**config.mk**
```make
export PLATFORM = sky130hd
export DESIGN_NAME = mem_stage_hs
export DESIGN_NICKNAME = d
export VERILOG_FILES = /design/src/rtl/mem_stage_hs.sv
export SDC_FILE = /design/constraint.sdc
export NUM_CORES = 1
export LEC_CHECK = 0
export ABC_AREA = 1
export CAP_MARGIN = 30
export CORE_MARGIN = 8
export CORE_UTILIZATION = 29
export CTS_CLUSTER_SIZE = 25
export DETAILED_ROUTE_END_ITERATION = 6
export PLACE_DENSITY = 0.64
export SLEW_MARGIN = 20
export SYNTH_ARGS = -nofsm -noshare
export SYNTH_HDL_FRONTEND = slang
export SYNTH_SLANG_ARGS = --single-unit
```
**constraint.sdc**
```tcl
create_clock -name clk -period 5.6 [get_ports clk]
set_clock_uncertainty 0.1 [all_clocks]
set_input_delay 0.84 -clock clk [delete_from_list [all_inputs] [get_ports clk]]
set_output_delay 0.84 -clock clk [all_outputs]
set_load 0.005 [all_outputs]
```
**src/rtl/mem_stage_hs.sv**
```systemverilog
// Memory pipeline stage: turns one load/store/passthrough op at a time into a
// request/grant/response memory transaction and a registered writeback bundle.
module mem_stage_hs #(
   parameter int unsigned ADDR_WIDTH = 32,
   parameter int unsigned TIMEOUT    = 16
) (
   input  logic                  clk,
   input  logic                  rst,
   input  logic                  in_valid,
   output logic                  in_ready,
   input  logic                  in_load,
   input  logic                  in_store,
   input  logic [1:0]            in_size,
   input  logic                  in_unsigned,
   input  logic [ADDR_WIDTH-1:0] in_addr,
   input  logic [31:0]           in_wdata,
   input  logic [31:0]           in_result,
   input  logic [4:0]            in_rd,
   input  logic                  in_rd_we,
   output logic                  mem_req,
   output logic                  mem_we,
   output logic [ADDR_WIDTH-1:0] mem_addr,
   output logic [3:0]            mem_be,
   output logic [31:0]           mem_wdata,
   input  logic                  mem_gnt,
   input  logic                  mem_rvalid,
   input  logic [31:0]           mem_rdata,
   output logic                  out_valid,
   input  logic                  out_ready,
   output logic [31:0]           out_data,
   output logic [4:0]            out_rd,
   output logic                  out_rd_we,
   output logic                  out_fault,
   output logic                  bp_valid,
   output logic [4:0]            bp_rd,
   output logic [31:0]           bp_data
);

   localparam int unsigned CNT_W = 8;

   typedef enum logic [1:0] {IDLE, REQ, WAIT} state_e;

   state_e                  state_q, state_d;
   logic [ADDR_WIDTH-1:0]   addr_q, addr_d;
   logic [1:0]              size_q, size_d;
   logic                    uns_q, uns_d;
   logic                    store_q, store_d;
   logic [4:0]              rd_q, rd_d;
   logic                    rd_we_q, rd_we_d;
   logic [3:0]              be_q, be_d;
   logic [31:0]             wdata_q, wdata_d;
   logic [CNT_W-1:0]        cnt_q, cnt_d;
   logic                    out_valid_q, out_valid_d;
   logic [31:0]             out_data_q, out_data_d;
   logic [4:0]              out_rd_q, out_rd_d;
   logic                    out_rd_we_q, out_rd_we_d;
   logic                    out_fault_q, out_fault_d;

   logic                    accept_c;
   logic                    bad_c;
   logic [3:0]              be_c;
   logic [31:0]             wdata_c;
   logic [31:0]             lane_c;
   logic [31:0]             load_ext_c;

   assign in_ready = (state_q == IDLE) && (!out_valid_q || out_ready);
   assign accept_c = in_valid && in_ready;

   // Illegal op class, illegal size, or address not aligned to the access size
   assign bad_c = (in_load && in_store) ||
                  ((in_load || in_store) &&
                   ((in_size == 2'b11) ||
                    ((in_size == 2'b01) && in_addr[0]) ||
                    ((in_size == 2'b10) && (in_addr[1:0] != 2'b00))));

   always_comb begin
      be_c    = 4'b1111;
      wdata_c = in_wdata;
      case (in_size)
         2'b00: begin
            be_c    = 4'b0001 << in_addr[1:0];
            wdata_c = {4{in_wdata[7:0]}};
         end
         2'b01: begin
            be_c    = 4'b0011 << in_addr[1:0];
            wdata_c = {2{in_wdata[15:0]}};
         end
         default: ;
      endcase
   end

   // Shift the addressed lane down to bit 0, then extend to the access size
   assign lane_c = mem_rdata >> {addr_q[1:0], 3'b000};

   always_comb begin
      load_ext_c = lane_c;
      case (size_q)
         2'b00:   load_ext_c = uns_q ? {24'd0, lane_c[7:0]}  : {{24{lane_c[7]}}, lane_c[7:0]};
         2'b01:   load_ext_c = uns_q ? {16'd0, lane_c[15:0]} : {{16{lane_c[15]}}, lane_c[15:0]};
         default: ;
      endcase
   end

   // Ops are only accepted when the output register is free, so every
   // completion below finds it free and can load it unconditionally.
   always_comb begin
      state_d     = state_q;
      addr_d      = addr_q;
      size_d      = size_q;
      uns_d       = uns_q;
      store_d     = store_q;
      rd_d        = rd_q;
      rd_we_d     = rd_we_q;
      be_d        = be_q;
      wdata_d     = wdata_q;
      cnt_d       = cnt_q;
      out_valid_d = out_valid_q && !out_ready;
      out_data_d  = out_data_q;
      out_rd_d    = out_rd_q;
      out_rd_we_d = out_rd_we_q;
      out_fault_d = out_fault_q;

      case (state_q)
         IDLE: begin
            if (accept_c) begin
               addr_d  = in_addr;
               size_d  = in_size;
               uns_d   = in_unsigned;
               store_d = in_store;
               rd_d    = in_rd;
               rd_we_d = in_rd_we;
               if (bad_c) begin
                  out_valid_d = 1'b1;
                  out_fault_d = 1'b1;
                  out_data_d  = 32'd0;
                  out_rd_d    = in_rd;
                  out_rd_we_d = 1'b0;
               end else if (!in_load && !in_store) begin
                  out_valid_d = 1'b1;
                  out_fault_d = 1'b0;
                  out_data_d  = in_result;
                  out_rd_d    = in_rd;
                  out_rd_we_d = in_rd_we;
               end else begin
                  state_d = REQ;
                  be_d    = be_c;
                  wdata_d = wdata_c;
               end
            end
         end
         REQ: begin
            if (mem_gnt) begin
               if (store_q) begin
                  state_d     = IDLE;
                  out_valid_d = 1'b1;
                  out_fault_d = 1'b0;
                  out_data_d  = 32'd0;
                  out_rd_d    = rd_q;
                  out_rd_we_d = 1'b0;
               end else begin
                  state_d = WAIT;
                  cnt_d   = '0;
               end
            end
         end
         WAIT: begin
            if (mem_rvalid) begin
               state_d     = IDLE;
               out_valid_d = 1'b1;
               out_fault_d = 1'b0;
               out_data_d  = load_ext_c;
               out_rd_d    = rd_q;
               out_rd_we_d = rd_we_q;
            end else if ((cnt_q + CNT_W'(1)) == CNT_W'(TIMEOUT)) begin
               state_d     = IDLE;
               cnt_d       = '0;
               out_valid_d = 1'b1;
               out_fault_d = 1'b1;
               out_data_d  = 32'd0;
               out_rd_d    = rd_q;
               out_rd_we_d = 1'b0;
            end else begin
               cnt_d = cnt_q + CNT_W'(1);
            end
         end
         default: state_d = IDLE;
      endcase
   end

   always_ff @(posedge clk or negedge rst) begin
      if (!rst) begin
         state_q     <= IDLE;
         addr_q      <= '0;
         size_q      <= 2'b00;
         uns_q       <= 1'b0;
         store_q     <= 1'b0;
         rd_q        <= 5'd0;
         rd_we_q     <= 1'b0;
         be_q        <= 4'd0;
         wdata_q     <= 32'd0;
         cnt_q       <= '0;
         out_valid_q <= 1'b0;
         out_data_q  <= 32'd0;
         out_rd_q    <= 5'd0;
         out_rd_we_q <= 1'b0;
         out_fault_q <= 1'b0;
      end else begin
         state_q     <= state_d;
         addr_q      <= addr_d;
         size_q      <= size_d;
         uns_q       <= uns_d;
         store_q     <= store_d;
         rd_q        <= rd_d;
         rd_we_q     <= rd_we_d;
         be_q        <= be_d;
         wdata_q     <= wdata_d;
         cnt_q       <= cnt_d;
         out_valid_q <= out_valid_d;
         out_data_q  <= out_data_d;
         out_rd_q    <= out_rd_d;
         out_rd_we_q <= out_rd_we_d;
         out_fault_q <= out_fault_d;
      end
   end

   assign mem_req   = (state_q == REQ);
   assign mem_we    = (state_q == REQ) && store_q;
   assign mem_addr  = {addr_q[ADDR_WIDTH-1:2], 2'b00};
   assign mem_be    = be_q;
   assign mem_wdata = wdata_q;

   assign out_valid = out_valid_q;
   assign out_data  = out_data_q;
   assign out_rd    = out_rd_q;
   assign out_rd_we = out_rd_we_q;
   assign out_fault = out_fault_q;

   assign bp_valid  = out_valid_q && out_rd_we_q && (out_rd_q != 5'd0);
   assign bp_rd     = out_rd_q;
   assign bp_data   = out_data_q;

endmodule

```
Word-level counts from Yosys, hierarchy flattened --
Cells that the tools add are included.
Operators by class: add/subtract/negate cells 1, eq/ne operators 16, shift-type cells 3, muxes and demuxes 56, bitwise logic cells 2, reduce and logical (&&, ||, !) cells 32
Operators by type and width (number):
- two-way mux 32 bit | 9
- case mux 32 bit (2 select lines) | 2
- case mux 32 bit (3 select lines) | 1
- two-way mux 5 bit | 7
- two-way mux 8 bit | 4
- >> shifter 32 x 5 -> 32 bit | 1
- two-way mux 1 bit | 19
- case mux 8 bit (2 select lines) | 1
- case mux 5 bit (3 select lines) | 1
- two-way mux 2 bit | 7
- logical AND 1 bit | 11
- != test 2 bit, second input constant | 5
- case mux 1 bit (3 select lines) | 3
- adder 8 x 1 -> 8 bit, second input constant | 1
- == test 8 x 5 -> 1 bit, second input constant | 1
- case mux 4 bit (2 select lines) | 1
- AND reduction 4 bit | 2
- == test 2 x 1 -> 1 bit, second input constant | 3
- == test 2 bit, second input constant | 3
- zero test 2 bit | 3
- case mux 2 bit (3 select lines) | 1
- AND reduction 6 bit | 1
- logical OR 1 bit | 5
- AND reduction 5 bit | 1
- 11 further kinds | 17
Word-level totals: register bits 128

Logic depth before layout (Yosys ltp) --
depth in word-level cells 9, gate-level depth with buffers 13

Least setup slack after synthesis --
Ideal clock, no wire load.
path kind input to register, start input port out_ready, end register out_rd_q[0], in the netlist bp_rd[0], library setup time 117 ps, data arrival time 2043 ps, path slack 3340 ps, stages 9, path buffers 2, path through nor2_1 > nor3b_4 > o22ai_1 > nor2_1 > nand3_1 > buf_2 > buf_4 > nand2_1 > nand2_1
On the way: cells in the longest elaborated chain, start to end 5
RTL lines:
- start, declared | RTL line 29 | input logic out_ready,
- logical OR 1 bit | RTL line 66 | assign in_ready = (state_q == IDLE) && (!out_valid_q || out_ready);
- logical AND 1 bit | RTL line 66
- logical AND 1 bit | RTL line 67 | assign accept_c = in_valid && in_ready;
- != test 2 bit (no line)
- AND reduction 6 bit (no line)
- end signal, assigned | RTL line 220 | out_rd_q <= out_rd_d;
- end, declared | RTL line 55 | logic [4:0] out_rd_q, out_rd_d;
No other way between the ends. A chain may end at the register's enable or synchronous reset.

Worst setup path in the final report --
start input port in_size[1], end register out_data_q[0], in the netlist bp_data[0]
On the way: cells in the longest elaborated chain, start to end 9, elaborated cells on any way between the ends 14, classes of those cells eq/ne (4); mux (3); reduce/logical (7)
RTL lines:
- start, declared | RTL line 13 | input logic [1:0] in_size,
- == test 2 x 1 -> 1 bit | RTL line 73 | ((in_size == 2'b01) && in_addr[0]) ||
- logical AND 1 bit | RTL line 73
- logical OR 1 bit | RTL line 72 | ((in_size == 2'b11) ||
- logical OR 1 bit (*) | RTL line 73
- logical AND 1 bit (*) | RTL line 71 | ((in_load || in_store) &&
- logical OR 1 bit (*) | RTL line 70 | assign bad_c = (in_load && in_store) ||
- two-way mux 32 bit | RTL line 132 | if (bad_c) begin
- two-way mux 32 bit | RTL line 125 | if (accept_c) begin
- case mux 32 bit (3 select lines) | RTL line 123 | case (state_q)
- end signal, assigned | RTL line 219 | out_data_q <= out_data_d;
- end, declared | RTL line 54 | logic [31:0] out_data_q, out_data_d;
Mark *: on every way between the ends. The rest lies on a longest branch, timed or not. The select of a mux whose other input is x is not followed.

==> results by group <==
Yosys
  – Seq cells post-synth: 128
  – Simple-gate share of the synthesized area: 0.301
  – Share of the synthesized area in compound gates (AO/OA/AOI/OAI): 0.110
  – Synthesized cell area: 7330 sq um
  – Library cells used by synthesis: 30
  – Cells after synthesis: 988
  – Adder and majority cell fraction of the synthesized area: 0.0102
  – Synth warn: 0
  – Post-synthesis share of cell area spent on xor and xnor gates: 0
  – Proportion of synthesized chip area in sequential cells: 0.437
  – Largest family of logic cells by synthesized area: simple AND/OR/NAND/NOR gates
  – Fraction of synthesized area in multiplexers: 0.0123
  – Mean area per synthesized cell: 7.42 sq um

STA
  – Relative slew margins: 0.388
  – Accumulated negative setup slack: 0 ns
  – Fin crit share: 0.707
  – Fmax: 0.252 GHz
  – Final slew viol count: 0
  – Final Hold Violating Endpoints: 0
  – Transition at the pin with the smallest max-transition slack: 0.914 ns
  – Setup repair after global routing missed its margin: no
  – Final number of setup-violating endpoints: 0
  – Post-layout minimum cycle time: 3.96 ns

Clock tree
  – Clock tree from TritonCTS: built
  – Clock-pin slew on the worst setup and hold paths: ~0.07 ns
  – Maximum clock path buffer count: 2
  – CTS root buffer: sky130_fd_sc_hd__clkbuf_16
  – Worst skew pair latency: 0.42 ns
  – Clock buffer count from CTS: 17
  – Total number of H-tree levels: 4
  – Number of buffers added for setup after CTS: 0
  – Number of instances resized during post-cts repair: 0
  – Sink count of the clock tree: 128
  – Hold buffers post-CTS: 0

Setup path
  – Worst endpoint required time: 5.80 ns
  – Max stage delay cell, worst path: sky130_fd_sc_hd__nand3_2
  – Critical path's largest stage delay: 0.74 ns
  – Reg2Reg Setup Slack: 2.05 ns
  – Worst setup path endpoint: bp_data[0]$_DFFE_PN0P_
  – Most Frequent Cell on Critical Path: sky130_fd_sc_hd__nand2_1
  – Worst Setup SP: in_size[1]
  – CP Buf/Inv Count: 3
  – Cell family contributing the most delay on the critical path: simple AND/OR/NAND/NOR gates
  – Worst reg2reg path endpoint: mem_be[3]$_DFFE_PN0P_
  – Worst endpoint data arrival time: approximately 4.2 ns
  – Cells along the critical path: clkdlybuf4s50_1 -> buf_4 -> nor2_1 -> nand2_1 -> nand2_1 -> nor2_1 -> nand3_1 -> nand2_1 -> nor2_4 -> buf_4 -> nand3_2 -> nand2_1 -> nand2_1
  – Worst setup path category: input pin to register
  – Setup crit start kind: input pin
  – Worst path depth: 13
  – Worst Path Max Fanout: 40
  – Nature of the critical path endpoint: register
  – Number of cells on the worst reg-to-reg path: 9
  – Origin of the critical flop-to-flop path: state_q[0]$_DFFE_PN0P_

Final layout
  – Number of nets at the end of the flow: 1330
  – Sequential Area: 3200 sq um
  – Share of post-route cells with drive strength above 1: 0.0529
  – Area growth syn-to-layout: 44.0%
  – Final core area utilization: 0.422
  – Commonest cells after routing, fill and taps aside: sky130_fd_sc_hd__nand2_1, sky130_fd_sc_hd__clkdlybuf4s50_1, sky130_fd_sc_hd__dfrtp_1
  – Commonest non-fill, non-tap cell in the layout: sky130_fd_sc_hd__nand2_1
  – Total of fill cells in the finished design: ~2.5k
  – Multi-input combinational cell area: 3210 sq um
  – Diodes inserted: 0

Global routing
  – GR met1 Demand/Resource: 0.211
  – Grt met2 use: 0.283
  – Met3 layer usage reported by global route: 0.0609
  – Global-route total usage across every layer: 0.172
  – Vias in the first global route: 7236
  – Grt peak-use layer: met2
  – First-pass GRT wire length: 41.8 mm
  – Pin count of the biggest net entering global routing: 78
  – Final global-route overflow total: 0
  – Antenna violations before repair: 0

Power and ir drop
  – Worst VDD drop: 0.226 mV
  – Leak pwr: between 4 and 5 nW
  – PD cells: 510 nW/um^2

Die
  – Die span in x: ~170 microns
  – I/O pins: 294
  – Die Footprint: 30600 sq um
  – Die extent in y: between 150 and 200 microns
  – Placeable core area: 25000 sq um
  – Floorplan row count: slightly below 60
  – Starting utilization of the core area: 0.293

Place
  – # port buffers: 291
  – Half-perimeter wire length after detailed placement: 19.9 mm
  – Final Wtd Congestion: roughly 0.9

Routing
  – Drt pass-1 iters: 5
  – WL per Instance: 17.6 microns
  – First-iteration detailed-routing DRC count: 564
  – Total DRC errors in the routed layout: 0
  – Final WL: around 27 mm
  – Number of vias after detailed routing: 7239
  – Via density per instance: 4.76
  – Number of routed nets with antenna violations: 0

Worst hold path
  – Path type of the worst min-delay path: input pin to async pin

Run
  – Maximum capacitance violations: 0

Outcome
  – Result of the run: complete, no violations
-- cells in the mapped netlist --
library cell,n,share of area
sky130_fd_sc_hd__or3_1,1,0.00085
sky130_fd_sc_hd__nand2_1,373,0.19
sky130_fd_sc_hd__o32ai_1,1,0.0012
sky130_fd_sc_hd__o211ai_1,8,0.0082
sky130_fd_sc_hd__a31oi_1,10,0.0085
sky130_fd_sc_hd__nand3_1,34,0.023
sky130_fd_sc_hd__buf_2,18,0.012
sky130_fd_sc_hd__nand2_2,1,0.00085
sky130_fd_sc_hd__nor3b_4,1,0.0026
sky130_fd_sc_hd__conb_1,1,0.00051
sky130_fd_sc_hd__ha_1,6,0.010
sky130_fd_sc_hd__o311ai_0,1,0.0012
sky130_fd_sc_hd__buf_1,3,0.0015
sky130_fd_sc_hd__o22ai_1,9,0.0077
sky130_fd_sc_hd__nand3_2,2,0.0027
sky130_fd_sc_hd__a21boi_0,1,0.0010
sky130_fd_sc_hd__a211oi_1,1,0.0010
sky130_fd_sc_hd__dfrtp_1,128,0.44
sky130_fd_sc_hd__nand4_1,59,0.050
sky130_fd_sc_hd__clkbuf_1,35,0.018
sky130_fd_sc_hd__buf_4,72,0.074
sky130_fd_sc_hd__nor2_2,1,0.00085
sky130_fd_sc_hd__a21oi_1,53,0.036
sky130_fd_sc_hd__a22o_1,8,0.0096
sky130_fd_sc_hd__inv_2,5,0.0026
sky130_fd_sc_hd__inv_1,40,0.020
sky130_fd_sc_hd__o21bai_1,1,0.0010
sky130_fd_sc_hd__o21ai_0,51,0.035
sky130_fd_sc_hd__mux2_2,8,0.012
sky130_fd_sc_hd__nor2_1,56,0.029
-- routing by layer --
layer	vias to the layer above	part of all wire
li1	3559	-
met1	3367	0.43
met2	287	0.47
met3	26	0.084
met4	0	0.014
met5	-	0
-- per-stage QoR --
stage	total power, mW	cell area [sq um]	cells	setup WS (ns)	hold slack [ns]
after detailed placement	4.33	9960	1489	1.25	0.357
after global placement	4.31	9960	1489	1.33	0.353
after floorplan	3.13	7330	989	3.34	0.343
after CTS	5.45	10500	1521	1.69	0.358
after global routing	5.81	10600	1522	1.20	0.374
final	5.38	10600	1522	1.64	0.326
-- worst min-delay path by stage --
stage / depth (start not counted) / slack, ns / to / from
4_1_cts: 1 / 0.36 / addr_q[30]$_DFFE_PN0P_ / rst
6_report: 1 / 0.33 / addr_q[30]$_DFFE_PN0P_ / rst
3_5_place_dp: 2 / 0.36 / addr_q[17]$_DFFE_PN0P_ / addr_q[17]$_DFFE_PN0P_
3_3_place_gp: 2 / 0.35 / addr_q[17]$_DFFE_PN0P_ / addr_q[17]$_DFFE_PN0P_
2_1_floorplan: 2 / 0.34 / addr_q[10]$_DFFE_PN0P_ / addr_q[10]$_DFFE_PN0P_
5_1_grt: 1 / 0.37 / addr_q[30]$_DFFE_PN0P_ / rst
-- cell type report --
cell class	count	share of cell area
inverter	45	0.0160
clock inverter	15	0.0132
clock buffer	17	0.0403
timing repair buffer	299	0.284
multi-input combinational	688	0.304
tap	330	0.0391
sequential	128	0.303
-- logic make-up (layout without fill, tap and decap cells) --
logic type / Yosys count / count (layout)
adder cells (fa/ha/maj): 6 / 6
AND/OR/NAND/NOR: 528 / 528
multiplexers: 8 / 8
buffers and inverters: 173 / 376
AO/OA/AOI/OAI: 144 / 144
flip-flops: 128 / 128
other: 1 / 2
-- sequential cells by signal, indices dropped and copies added (netlist names), 2 cells and up --
signal,flops
addr_q,32
bp_data,32
mem_wdata,32
cnt_q,8
bp_rd,5
rd_q,5
mem_be,4
size_q,2
state_q,2
-- where the power goes --
part	total, mW	switching [mW]	internal, mW
sequential	1.67	0.329	1.34
clock	1.09	0.497	0.589
combinational	2.62	1.30	1.33
total	5.38	2.12	3.26
Power figures use the tool's default switching activity.
